[config.mk]
export PLATFORM = sky130hd
export DESIGN_NAME = serial_word_tx
export DESIGN_NICKNAME = d
export VERILOG_FILES = /design/src/rtl/serial_word_tx.sv
export SDC_FILE = /design/constraint.sdc
export NUM_CORES = 1
export LEC_CHECK = 0
export BUFFER_PORTS_ARGS = -buffer_cell sky130_fd_sc_hd__buf_2
export CAP_MARGIN = 20
export CORE_UTILIZATION = 35
export CTS_BUF_LIST = sky130_fd_sc_hd__clkbuf_8
export DETAILED_ROUTE_END_ITERATION = 6
export PLACE_DENSITY = 0.66
export SKIP_CTS_REPAIR_TIMING = 1
export SKIP_LAST_GASP = 1
export SLEW_MARGIN = 20
export SYNTH_ARGS = -nofsm -noshare
export SYNTH_HDL_FRONTEND = slang
export SYNTH_SLANG_ARGS = --single-unit
export TNS_END_PERCENT = 5
[constraint.sdc]
create_clock -name clk_2 -period 2.2 [get_ports clk_2]
set_input_delay 0.33 -clock clk_2 [delete_from_list [all_inputs] [get_ports clk_2]]
set_output_delay 0.33 -clock clk_2 [all_outputs]
set_load 0.005 [all_outputs]
[src/rtl/serial_word_tx.sv]
`default_nettype none
// ============================================================================
// Module      : serial_word_tx
// Description : Parallel-to-serial word transmitter for the 1101 sequence
//               detector. A word offered on in_valid/data_in is accepted in
//               IDLE and then driven MSB-first on serial_out, one bit per
//               clk_2 cycle. A programmable idle gap follows every frame.
//
//               Optional feature macro: SERIAL_PARITY_EN
//                 defined   -> an even-parity bit (^word) follows the data
//                              bits, so the frame is NBITS+1 bits long
//                 undefined -> the frame is exactly NBITS bits
//
// Ports       : clk_2        clock, all state changes on the rising edge
//               reset        synchronous, active-high
//               in_valid     word on data_in is offered
//               data_in      word to transmit (NBITS)
//               in_ready     transmitter accepts a word this cycle
//               serial_out   serial bit stream (IDLE_LEVEL when no bit)
//               serial_valid serial_out carries a frame bit
//               bit_cnt      index of the data bit on serial_out
//               busy         frame or gap in progress
//               done         one-cycle pulse after the last frame bit
//
// Revision    : 1.0  initial release
// ============================================================================
module serial_word_tx #(
    parameter int   NBITS      = 8,
    parameter int   GAP_CYCLES = 2,
    parameter logic IDLE_LEVEL = 1'b0
) (
    input  logic                     clk_2,
    input  logic                     reset,
    input  logic                     in_valid,
    input  logic [NBITS-1:0]         data_in,
    output logic                     in_ready,
    output logic                     serial_out,
    output logic                     serial_valid,
    output logic [$clog2(NBITS)-1:0] bit_cnt,
    output logic                     busy,
    output logic                     done
);

    localparam int CW = $clog2(NBITS);
    // Gap counter only has to hold GAP_CYCLES-1; keep at least one bit.
    localparam int GW = (GAP_CYCLES > 1) ? $clog2(GAP_CYCLES) : 1;

    localparam logic [CW-1:0] c_CNT_TOP  = CW'(NBITS - 1);
    localparam logic [CW-1:0] c_CNT_ONE  = CW'(1);
    localparam logic [GW-1:0] c_GAP_LAST = GW'((GAP_CYCLES > 0) ? (GAP_CYCLES - 1) : 0);

    typedef enum logic [1:0] {
        S_IDLE   = 2'd0,
        S_SHIFT  = 2'd1,
        S_GAP    = 2'd2
`ifdef SERIAL_PARITY_EN
        ,
        S_PARITY = 2'd3
`endif
    } state_t;

    state_t           r_state;
    logic [NBITS-1:0] r_word;
    logic [GW-1:0]    r_gap_cnt;
    logic             r_in_ready;
    logic             r_serial_out;
    logic             r_serial_valid;
    logic [CW-1:0]    r_bit_cnt;
    logic             r_busy;
    logic             r_done;
    logic             w_frame_end;

    // The edge that closes the frame: after the last data bit, or after the
    // parity bit when parity is built in.
`ifdef SERIAL_PARITY_EN
    assign w_frame_end = (r_state == S_PARITY);
`else
    assign w_frame_end = (r_state == S_SHIFT) && (r_bit_cnt == '0);
`endif

    always_ff @(posedge clk_2) begin
        if (reset) begin
            r_state        <= S_IDLE;
            r_word         <= '0;
            r_gap_cnt      <= '0;
            r_in_ready     <= 1'b1;
            r_serial_out   <= IDLE_LEVEL;
            r_serial_valid <= 1'b0;
            r_bit_cnt      <= '0;
            r_busy         <= 1'b0;
            r_done         <= 1'b0;
        end else begin
            r_done <= 1'b0;
            if (w_frame_end) begin
                r_done         <= 1'b1;
                r_serial_valid <= 1'b0;
                r_serial_out   <= IDLE_LEVEL;
                r_bit_cnt      <= '0;
                if (GAP_CYCLES > 0) begin
                    // The done cycle is the first gap cycle.
                    r_state   <= S_GAP;
                    r_gap_cnt <= c_GAP_LAST;
                end else begin
                    r_state    <= S_IDLE;
                    r_in_ready <= 1'b1;
                    r_busy     <= 1'b0;
                end
            end else begin
                case (r_state)
                    S_IDLE: begin
                        if (in_valid) begin
                            r_word         <= data_in;
                            r_serial_out   <= data_in[NBITS-1];
                            r_bit_cnt      <= c_CNT_TOP;
                            r_serial_valid <= 1'b1;
                            r_busy         <= 1'b1;
                            r_in_ready     <= 1'b0;
                            r_state        <= S_SHIFT;
                        end
                    end
                    S_SHIFT: begin
                        // bit_cnt==0 here only with parity enabled: the
                        // parity bit replaces the data stream for a cycle.
                        if (r_bit_cnt == '0) begin
`ifdef SERIAL_PARITY_EN
                            r_serial_out <= ^r_word;
                            r_state      <= S_PARITY;
`endif
                        end else begin
                            r_bit_cnt    <= r_bit_cnt - c_CNT_ONE;
                            r_serial_out <= r_word[r_bit_cnt - c_CNT_ONE];
                        end
                    end
                    S_GAP: begin
                        if (r_gap_cnt == '0) begin
                            r_state    <= S_IDLE;
                            r_in_ready <= 1'b1;
                            r_busy     <= 1'b0;
                        end else begin
                            r_gap_cnt <= r_gap_cnt - GW'(1);
                        end
                    end
                    default: begin
                        r_state <= S_IDLE;
                    end
                endcase
            end
        end
    end

    assign in_ready     = r_in_ready;
    assign serial_out   = r_serial_out;
    assign serial_valid = r_serial_valid;
    assign bit_cnt      = r_bit_cnt;
    assign busy         = r_busy;
    assign done         = r_done;

endmodule
`default_nettype wire

Yosys cells after proc, flatten, opt, wreduce, memory -nomap -nowiden --
Index checks and enable logic that the tools add are counted.
Word-level totals: flip-flop bits (word level) 19, input bits 11, output and inout bits 8, logic and storage cells 58
Cells by class: add/sub/neg operators 2, order comparisons 1, eq/ne operators 8, muxes and demuxes 22, bitwise gates (word level) 2, reductions and logical operators 13
Operators with widths (number):
- 3-bit AND reduction | 4
- 1-bit two-way mux | 11
- 2-bit inequality test (second input constant) | 4
- 2-bit two-way mux | 3
- 3-bit two-way mux | 2
- 3-bit inequality test (second input constant) | 2
- 1-bit one-hot mux with 2 select lines | 3
- 2-bit one-hot mux with 3 select lines | 1
- 3-bit one-hot mux with 2 select lines | 1
- 2-bit nonzero test | 3
- 3-bit by 4-bit < comparator with 1-bit output (second input constant) | 1
- 4-bit AND reduction | 1
- 1-bit binary-select mux with 3-bit select | 1
- 3-bit logical NOT | 1
- 3-bit by 1-bit subtractor with 3-bit output (second input constant) | 1
- 2-bit by 1-bit == test with 1-bit output (second input constant) | 1
- 2-bit == test (second input constant) | 1
- 2-bit logical NOT | 1
- 1-bit NOT | 2
- 2-bit AND reduction | 1
- 2-bit OR reduction | 1
- 1-bit logical AND | 1
- 1-bit subtractor (second input constant) | 1

Depth between registers and ports, before layout --
Gate-level depths: netlist of run 1.
depth in word-level cells 5, gate-level depth with buffers 5, gate-level depth less buffers 5

Worst setup path after synthesis of run 1 --
No wires, ideal clock.
kind register to register, start register r_bit_cnt[0], in the netlist bit_cnt[0], end register r_serial_out, in the netlist serial_out, library setup time 0.134 ns, data arrival time 1.489 ns, data required time 2.066 ns, setup slack 0.577 ns, stages on the path, launching flop included 6, buffers on the path 0, period minus slack after synthesis 1.623 ns, cell sequence dfxtp_1 -> inv_1 -> ha_1 -> mux4_2 -> o211ai_1 -> o211ai_1
Between the ends: cells in the longest elaborated chain, start to end 5, elaborated cells on any way between the ends 10, those cells by class 1 x add/sub; 1 x eq/ne; 4 x mux; 4 x reduce/logical
Ends and longest elaborated chain:
- start: declaration | line 68 | logic [CW-1:0] r_bit_cnt;
- start signal: assignment | line 114 | r_bit_cnt <= c_CNT_TOP;
- start signal: assignment | line 130 | r_bit_cnt <= r_bit_cnt - c_CNT_ONE;
- 3-bit by 1-bit subtractor with 3-bit output | line 131 | r_serial_out <= r_word[r_bit_cnt - c_CNT_ONE];
- 1-bit binary-select mux with 3-bit select | line 131
- 1-bit two-way mux (implied by the code) | line 131
- 1-bit two-way mux | line 124 | if (r_bit_cnt == '0) begin
- 1-bit one-hot mux with 2 select lines | line 109 | case (r_state)
- end signal: assignment | line 113 | r_serial_out <= data_in[NBITS-1];
- end signal: assignment | line 131
- end: declaration | line 66 | logic r_serial_out;
Parallel ways exist; a longest one is shown, timed or not. The select of a mux whose other input is x is not followed. A chain may end at the register's enable or synchronous reset.

Worst setup path after layout of run 1 --
Same ends and word-level chain as after synthesis.

==> impl_metrics.env, run 1 <==
export IMPL_htree_levels=1
export IMPL_grt_pass1_wl_um=3060
export IMPL_fin_setup_tns_ps=0
export IMPL_drtIter0Drc=5
export IMPL_cp_slowest_stage_delay_ps=510
export IMPL_track_usage_pct=15.3
export IMPL_critical_path_arrival_ps=1890
export IMPL_cts_buffers=3
export IMPL_ys_warn_count=0
export IMPL_synth_top_area_share_pct=42.5
export IMPL_clk_latency_ps=260
export IMPL_maxCapViolations=0
export IMPL_pin_count=19
export IMPL_synth_fp_nets=103
export IMPL_max_freq_ghz=0.568
export IMPL_gp_congestion=0.757
export IMPL_yosys_cell_count_top_type="dfxtp_1"
export IMPL_layout_nets=122
export IMPL_p_per_area_nw_per_um2=852
export IMPL_syn_inst=90
export IMPL_yosys_top_cells_area="dfxtp_1 (43%), mux2i_1 (9.0%), mux4_2 (5.0%), nor2_1 (5.0%), a21oi_1 (2.8%)"
export IMPL_min_path_type="in2reg"
export IMPL_synth_area_sq_um=895
export IMPL_io_buffers=18
export IMPL_irDropWorstVdd_mv=0.448
export IMPL_cts_tree="done"
export IMPL_worst_pin_slew_ps=434
export IMPL_drive_above_1_share_pct=25.9
export IMPL_ant_nets=0
export IMPL_multi_input_area_sq_um=460
export IMPL_path_class="reg2reg"
export IMPL_drv_slew=0
export IMPL_path_cells="inv_1, ha_1, mux4_2, o211ai_1, o211ai_1"
export IMPL_worst_setup_path_end_kind="flip-flop"
export IMPL_synth_area_leader_cell="dfxtp_1"
export IMPL_initial_core_util_pct=38.6
export IMPL_synthTopCellsByCount="dfxtp_1 (19), nor2_1 (12), mux2i_1 (8), a21oi_1 (5), inv_1 (5)"
export IMPL_period_minus_slack_ps=1760
export IMPL_synth_edf_count=0
export IMPL_wl_per_cell_um=12.7
export IMPL_die_w_um=52.6
export IMPL_routed_via_count=714
export IMPL_setup_viol=0
export IMPL_routed_via_density=5.25
export IMPL_slowest_stage="mux4_2"
export IMPL_register_area_sq_um=380
export IMPL_clkSinkCount=19
export IMPL_max_slew_margin_pct=71.0
export IMPL_period_share_pct=80.0
export IMPL_stdcell_count=136
export IMPL_hold_viol=0
export IMPL_rsz0062_at_grt="false"
export IMPL_cp_start_kind="flip-flop"
export IMPL_ys_seq_elements=19
export IMPL_first_global_vias=705
export IMPL_drt_wl_total_um=1730
export IMPL_dieArea_sq_um=2760
export IMPL_p_leak_nw=0.442
export IMPL_path_clk_slew_ps=70
export IMPL_area_growth_syn_to_layout_pct=16.1
export IMPL_critPathRequiredTime_ps=2330
export IMPL_synthFlopType="dfxtp_1"
export IMPL_placed_cells=132
export IMPL_critPathBufInv=1
export IMPL_worst_path_most_repeated_cell="o211ai_1"
export IMPL_coreArea_sq_um=2320
export IMPL_yosysSeqAreaShare_pct=42.5
export IMPL_grt_ovfl_total=0
export IMPL_die_h_um=52.6
export IMPL_status="completed"
export IMPL_grt_max_degree=21
export IMPL_synth_cell_types=34
export IMPL_root_buffer="clkbuf_8"
export IMPL_antenna_found_initial=0
export IMPL_rows=17
export IMPL_n_antenna_cell=0
export IMPL_drc=0
export IMPL_crit_family="multiplexers"
export IMPL_dp_hpwl_um=1280
export IMPL_avgSynthCellArea_sq_um=9.94
export IMPL_skew_ps=4.14
export IMPL_drt_pass1_iterations=4
export IMPL_critPathMaxFanout=6
export IMPL_cts_buffer_depth=2
export IMPL_fillers=248
export IMPL_async_reset_ff_share_pct=0
## layer usage
layer / routed length, um / vias up / GRT usage [%]
met3: 95 / 3 / 5.80
met2: 782 / 21 / 24.9
met1: 838 / 335 / 19.3
met5: 0 / - / 0
met4: 10 / 0 / 2.63
li1: - / 355 / -
## cell type report
cell class / count / share of cell area, %
Clock buffer: 3 / 3.98
Clock inverter: 1 / 0.482
Inverter: 5 / 1.81
Multi-Input combinational cell: 61 / 44.3
Sequential cell: 19 / 36.6
Tap cell: 28 / 3.37
Timing Repair Buffer: 19 / 9.40
## cell families after synthesis
kind of cell,after synthesis,synth area share (%)
buf+inv,10,6.01
compound gates,21,15.9
flops,19,42.5
mux,10,14.0
simple gates,28,18.7
fa+ha+maj,2,2.80
## flip-flops by register name, summed over array words and instances (netlist names)
signal        cells
bit_cnt           3
busy              1
done              1
in_ready          1
r_gap_cnt         1
r_state           2
r_word            8
serial_out        1
serial_valid      1
## final timing paths
check                           startpoint          to  slack [ps]  depth (start not counted)
worst max-delay path            bit_cnt[0]  serial_out         440                          5
worst min-delay path            data_in[1]   r_word[1]         310                          3
worst min register to register   r_word[7]   r_word[7]         490                          2
worst max register to register  bit_cnt[0]  serial_out         440                          5
## power by group
group	internal, mW	total (mW)	leakage [nW]	switching [mW]
logic	0.112	0.217	0.260	0.105
clock network	0.126	0.244	0.0255	0.118
registers	0.384	0.423	0.157	0.0396
total	0.621	0.885	0.442	0.263
## cell usage in the layout (no fill, tap or decap), types with 2 or more instances in the layout
cell type | synthesis | layout
a21oi_1 | 5 | 5
buf_2 | 1 | 18
clkbuf_8 | 0 | 3
dfxtp_1 | 19 | 19
ha_1 | 2 | 2
inv_1 | 5 | 5
mux2i_1 | 8 | 8
mux4_2 | 2 | 2
nand2_1 | 2 | 2
nor2_1 | 12 | 12
nor2b_1 | 2 | 2
nor3b_1 | 2 | 2
o211ai_1 | 3 | 3
o21ai_0 | 3 | 3
o21bai_1 | 3 | 3
## worst register-to-register path: cells and delay by family, from the launching register on
family / cells / cell delay (ps)
DFF: 1 / 440
adders and majority gates: 1 / 360
buffers and inverters: 1 / 100
AOI/OAI and AO/OA: 2 / 220
muxes: 1 / 510
## stage by stage
| stage | power [mW] | setup WS [ps] | hold WS, ps | instance area (sq um) | utilization (%) |
|---|---|---|---|---|---|
| floorplan | 0.592 | 577 | 455 | 895 | - |
| global placement | 0.642 | 567 | 473 | 992 | 42.8 |
| detailed placement | 0.651 | 444 | 487 | 992 | 42.8 |
| CTS | 0.896 | 439 | 306 | 1040 | 44.8 |
| global route | 0.944 | 287 | 327 | 1040 | 44.8 |
| finish | 0.885 | 440 | 306 | 1040 | 44.8 |
No activity file was read; power rests on OpenSTA's default activity.
==> inputs of run 2 (changes only) <==
--- a/config.mk
+++ b/config.mk
@@ -5,12 +5,13 @@
 export SDC_FILE = /design/constraint.sdc
 export NUM_CORES = 1
 export LEC_CHECK = 0
+export ABC_AREA = 1
 export BUFFER_PORTS_ARGS = -buffer_cell sky130_fd_sc_hd__buf_2
 export CAP_MARGIN = 20
 export CORE_UTILIZATION = 35
 export CTS_BUF_LIST = sky130_fd_sc_hd__clkbuf_8
 export DETAILED_ROUTE_END_ITERATION = 6
-export PLACE_DENSITY = 0.66
+export PLACE_DENSITY = 0.67
 export SKIP_CTS_REPAIR_TIMING = 1
 export SKIP_LAST_GASP = 1
 export SLEW_MARGIN = 20
==> constraint.sdc (replaced) <==
create_clock -name clk_2 -period 1.8 [get_ports clk_2]
set_input_delay 0.27 -clock clk_2 [delete_from_list [all_inputs] [get_ports clk_2]]
set_output_delay 0.27 -clock clk_2 [all_outputs]
set_load 0.005 [all_outputs]
==> impl_metrics.env, run 2 <==
export IMPL_status="completed"
export IMPL_max_slew_margin_pct=74.9
export IMPL_htree_levels=1
export IMPL_yosys_cell_count_top_type="dfxtp_1"
export IMPL_critPathRequiredTime_ps=1980
export IMPL_synth_simple_gate_area_share_pct=17.9
export IMPL_dp_hpwl_um=1280
export IMPL_first_global_vias=659
export IMPL_worst_pin_slew_ps=377
export IMPL_worst_setup_path_end_kind="flip-flop"
export IMPL_min_path_type="in2reg"
export IMPL_die_h_um=50.5
export IMPL_synthFlopType="dfxtp_1"
export IMPL_reg2reg_slack_ps=390
export IMPL_root_buffer="clkbuf_8"
export IMPL_hold_viol=0
export IMPL_synth_fp_nets=122
export IMPL_clkSinkCount=19
export IMPL_dieArea_sq_um=2550
export IMPL_routed_via_density=4.67
export IMPL_io_buffers=18
export IMPL_area_growth_syn_to_layout_pct=19.1
export IMPL_synth_top_family_by_area="compound AO/OA/AOI/OAI gates"
export IMPL_yosysSeqAreaShare_pct=46.1
export IMPL_rsz0062_at_grt="false"
export IMPL_die_w_um=50.5
export IMPL_r2r_start="bit_cnt[0]"
export IMPL_ys_seq_elements=19
export IMPL_synth_edf_count=0
export IMPL_drt_wl_total_um=1660
export IMPL_irDropWorstVdd_mv=0.579
export IMPL_cp_start_kind="flip-flop"
export IMPL_cts_tree="done"
export IMPL_coreArea_sq_um=2210
export IMPL_fin_ws_ps=395
export IMPL_maxCapViolations=0
export IMPL_synth_top_area_share_pct=46.1
export IMPL_drt_pass1_iterations=4
export IMPL_dp_slack_ps=407
export IMPL_layout_common_cells="dfxtp_1 (19), inv_1 (18), buf_2 (18)"
export IMPL_track_usage_pct=14.8
export IMPL_p_per_area_nw_per_um2=1220
export IMPL_period_share_pct=78.1
export IMPL_synth_area_leader_cell="dfxtp_1"
export IMPL_grt_ovfl_total=0
export IMPL_max_freq_ghz=0.712
export IMPL_critPathMaxFanout=8
export IMPL_ys_warn_count=0
export IMPL_layout_nets=143
export IMPL_cts_buffers=3
export IMPL_antenna_found_initial=0
export IMPL_drive_above_1_share_pct=24.8
export IMPL_p_leak_nw=0.464
export IMPL_critical_path_arrival_ps=1590
export IMPL_clk_latency_ps=250
export IMPL_final_common_cell="dfxtp_1"
export IMPL_synth_cell_types=18
export IMPL_regMostFlops="r_word"
export IMPL_yosys_top_cells_area="dfxtp_1 (46%), a21oi_1 (9.7%), inv_1 (7.7%), o21ai_0 (6.7%), nand2_1 (6.4%)"
export IMPL_rows=17
export IMPL_async_reset_ff_share_pct=0
export IMPL_worstReg2RegEnd="serial_out"
export IMPL_min_to="r_gap_cnt"
export IMPL_path_class="reg2reg"
export IMPL_synth_mux_area_fraction_pct=0
export IMPL_r2r_cells=7
export IMPL_min_from="reset"
export IMPL_synth_xor_xnor_area_share_pct=2.12
export IMPL_synth_area_sq_um=825
export IMPL_initial_core_util_pct=37.3
export IMPL_cts_buffer_depth=2
export IMPL_fin_setup_tns_ps=0
export IMPL_wl_per_cell_um=10.6
export IMPL_n_antenna_cell=0
export IMPL_period_minus_slack_ps=1410
export IMPL_routed_via_count=733
export IMPL_ant_nets=0
export IMPL_syn_inst=109
export IMPL_gp_congestion=0.799
export IMPL_pin_count=19
export IMPL_avgSynthCellArea_sq_um=7.56
export IMPL_grt_pass1_wl_um=2820
export IMPL_grt_max_degree=23
export IMPL_drc=0
export IMPL_synth_compound_area_share_pct=19.3
export IMPL_path_clk_slew_ps=70
export IMPL_drv_slew=0
export IMPL_largest_reg_flops=8
export IMPL_synthAdderAreaFrac_pct=3.03
export IMPL_drtIter0Drc=10
export IMPL_setup_viol=0
export IMPL_skew_ps=1.19
export IMPL_synthTopCellsByCount="dfxtp_1 (19), inv_1 (17), a21oi_1 (16), nand2_1 (14), o21ai_0 (11)"
export IMPL_holdPathStages=2
[run 2: changes by cell type in the layout (fill, tap and decap cells not counted), sizes merged, moves of 4 or more]
cell / delta
a21oi: +11
inv: +18
mux2i: -8
nand2: +12
nand3: +9
nor2: -4
o21ai: +12
[run 2: worst max path at each step]
stage                           from  cells past startpoint    endpoint
final                     bit_cnt[0]                      7  serial_out
after global routing      bit_cnt[0]                      9  bit_cnt[0]
after CTS                 bit_cnt[0]                      7  serial_out
after detailed placement  bit_cnt[0]                      7  serial_out
after global placement    bit_cnt[0]                      7  serial_out
after floorplan           bit_cnt[0]                      7  serial_out
[run 2: final cells by class]
class	instances	area [sq um]
timing repair buffer	18	90.1
fill	237	1230
multi-input combinational	66	349
tap	28	35.0
sequential	19	380
clock buffer	3	41.3
clock inverter	1	3.75
inverter	22	82.6
[run 2: worst max-delay path, cell delays in order (launching register included)]
cell     delay [ps]
dfxtp_1         410
inv_2           110
ha_1            340
inv_1           100
nand3_1          80
nand3_1          70
nand3_1          90
a21oi_1         140
[run 2: per-stage QoR]
step / cell area, sq um / instances / power, mW / util [%] / hold WS, ps
6_report: 982 / 157 / 1.20 / 44.4 / 260
5_1_grt: 982 / 157 / 1.30 / 44.4 / 268
4_1_cts: 982 / 157 / 1.22 / 44.4 / 264
3_5_place_dp: 937 / 153 / 0.929 / 42.4 / 452
3_3_place_gp: 937 / 153 / 0.918 / 42.4 / 449
2_1_floorplan: 825 / 109 / 0.827 / - / 339
[run 2: cells by family (layout without fill, tap and decap cells)]
kind of cell / Yosys count / count (layout)
compound gates: 31 / 31
xor+xnor: 2 / 2
fa+ha+maj: 2 / 2
buf+inv: 24 / 44
flops: 19 / 19
simple gates: 31 / 31
[run 2: power by group]
part / internal, mW / switching [mW]
Combinational: 0.151 / 0.230
Sequential: 0.491 / 0.0447
Clock: 0.151 / 0.133
Total: 0.793 / 0.408
[run 2: routing by layer]
layer  track usage, %  vias up  share of wire (%)
met5                0        -                  0
met4             2.78        0               0.54
met3             6.36        2                4.9
met2             24.9       15                 49
met1             17.4      331                 46
li1                 -      385                  -
==> inputs of run 3 (changes only) <==
--- a/config.mk
+++ b/config.mk
@@ -11,7 +11,7 @@
 export CORE_UTILIZATION = 35
 export CTS_BUF_LIST = sky130_fd_sc_hd__clkbuf_8
 export DETAILED_ROUTE_END_ITERATION = 6
-export PLACE_DENSITY = 0.67
+export PLACE_DENSITY = 0.69
 export SKIP_CTS_REPAIR_TIMING = 1
 export SKIP_LAST_GASP = 1
 export SLEW_MARGIN = 20
==> constraint.sdc (replaced) <==
create_clock -name clk_2 -period 1.2 [get_ports clk_2]
set_input_delay 0.18 -clock clk_2 [delete_from_list [all_inputs] [get_ports clk_2]]
set_output_delay 0.18 -clock clk_2 [all_outputs]
set_load 0.005 [all_outputs]
==> impl_metrics.env, run 3 (synthesized netlist as in run 2, its figures left out) <==
export IMPL_status="completed"
export IMPL_period_share_pct=99.0
export IMPL_max_freq_ghz=0.842
export IMPL_rsz0062_at_grt="true"
export IMPL_hold_viol=0
export IMPL_die_h_um=50.5
export IMPL_period_minus_slack_ps=1190
export IMPL_skew_ps=7.37
export IMPL_cts_buffers=3
export IMPL_cts_buffer_depth=2
export IMPL_pin_count=19
export IMPL_regMostFlops="r_word"
export IMPL_p_leak_nw=0.506
export IMPL_maxCapViolations=0
export IMPL_min_path_type="in2reg"
export IMPL_critPathMaxFanout=4
export IMPL_layout_nets=150
export IMPL_setup_viol=0
export IMPL_drt_pass1_iterations=4
export IMPL_critical_path_arrival_ps=1370
export IMPL_htree_levels=1
export IMPL_drt_wl_total_um=1690
export IMPL_cts_tree="done"
export IMPL_worst_path_most_repeated_cell="nor2_4"
export IMPL_placed_cells=160
export IMPL_drv_slew=0
export IMPL_routed_via_count=775
export IMPL_clkSinkCount=19
export IMPL_stdcell_count=164
export IMPL_routed_via_density=4.73
export IMPL_initial_core_util_pct=37.3
export IMPL_path_clk_slew_ps=70
export IMPL_dp_hpwl_um=1280
export IMPL_postPlaceCellArea_sq_um=1000
export IMPL_gp_congestion=0.806
export IMPL_track_usage_pct=14.4
export IMPL_area_growth_syn_to_layout_pct=31.7
export IMPL_grt_ovfl_total=0
export IMPL_cp_slowest_stage_delay_ps=360
export IMPL_wl_per_cell_um=10.3
export IMPL_rows=17
export IMPL_largest_reg_flops=8
export IMPL_worst_pin_slew_ps=296
export IMPL_io_buffers=18
export IMPL_coreArea_sq_um=2210
export IMPL_slowest_stage="dfxtp_2"
export IMPL_drc=0
export IMPL_layout_common_cells="dfxtp_1 (18), buf_2 (18), a21oi_1 (16)"
export IMPL_path_class="reg2reg"
export IMPL_p_per_area_nw_per_um2=1830
export IMPL_design_area_sq_um=1090
export IMPL_max_slew_margin_pct=80.2
export IMPL_grt_pass1_wl_um=2820
export IMPL_drtIter0Drc=14
export IMPL_dieArea_sq_um=2550
export IMPL_worst_setup_path_end_kind="flip-flop"
export IMPL_drive_above_1_share_pct=33.1
export IMPL_finish_utilization_pct=49.1
export IMPL_root_buffer="clkbuf_8"
export IMPL_n_antenna_cell=0
export IMPL_power_mw=1.99
export IMPL_fin_setup_tns_ps=0
export IMPL_first_global_vias=664
export IMPL_grt_max_degree=13
export IMPL_irDropWorstVdd_mv=0.855
export IMPL_ant_nets=0
export IMPL_antenna_found_initial=0
export IMPL_cp_start_kind="flip-flop"
export IMPL_clk_latency_ps=250
export IMPL_die_w_um=50.5
export IMPL_path_cells="inv_4, ha_4, inv_2, nor2_4, inv_2, nor2_4, nor2_4, o21ai_1, a21oi_1"
export IMPL_critPathRequiredTime_ps=1380
[run 3: changes by cell type in the layout (fill, tap and decap cells not counted), sizes merged]
cell,delta
buf,+7
[run 3: metal layers]
layer,routed length [um],GRT usage (%)
met2,766,23.3
met3,75,1.82
met1,823,18.7
met4,26,6.94
met5,0,0
[run 3: metrics by stage]
step | worst slack [ps] | hold slack [ps]
2_1_floorplan | 3.24 | 249
3_3_place_gp | 1.72 | 424
3_5_place_dp | -20.4 | 433
4_1_cts | -45.6 | 165
5_1_grt | -79.2 | 193
6_report | 12.4 | 189
[run 3: final cells by class]
cell class	count	area [sq um]
multi-input cells	66	384
inverters	22	85.1
flip-flops and latches	19	382
well taps	28	35.0
clock buffers	3	41.3
repair buffers	25	155
clock inverters	1	3.75
fillers	239	1130
[run 3: worst paths after layout]
| path | slack [ps] | to | from | depth (start not counted) |
|---|---|---|---|---|
| worst max-delay path | 10 | serial_out | bit_cnt[0] | 9 |
| worst min-delay path | 190 | r_gap_cnt | reset | 2 |
| worst max register to register | 10 | serial_out | bit_cnt[0] | 9 |
| worst min register to register | 460 | r_word[7] | r_word[7] | 2 |
[run 3: power breakdown]
| group | internal (mW) | switching, mW |
|---|---|---|
| sequential | 0.738 | 0.0662 |
| clock | 0.227 | 0.200 |
| combinational | 0.348 | 0.411 |
| total | 1.31 | 0.678 |
[run 3: worst max-delay path: cells and delay by family (launching register included)]
kind	cells	cell delay, ps
AOI/OAI and AO/OA	2	200
adders and majority gates	1	150
buffers and inverters	3	190
DFF	1	360
and+or+nand+nor	3	220
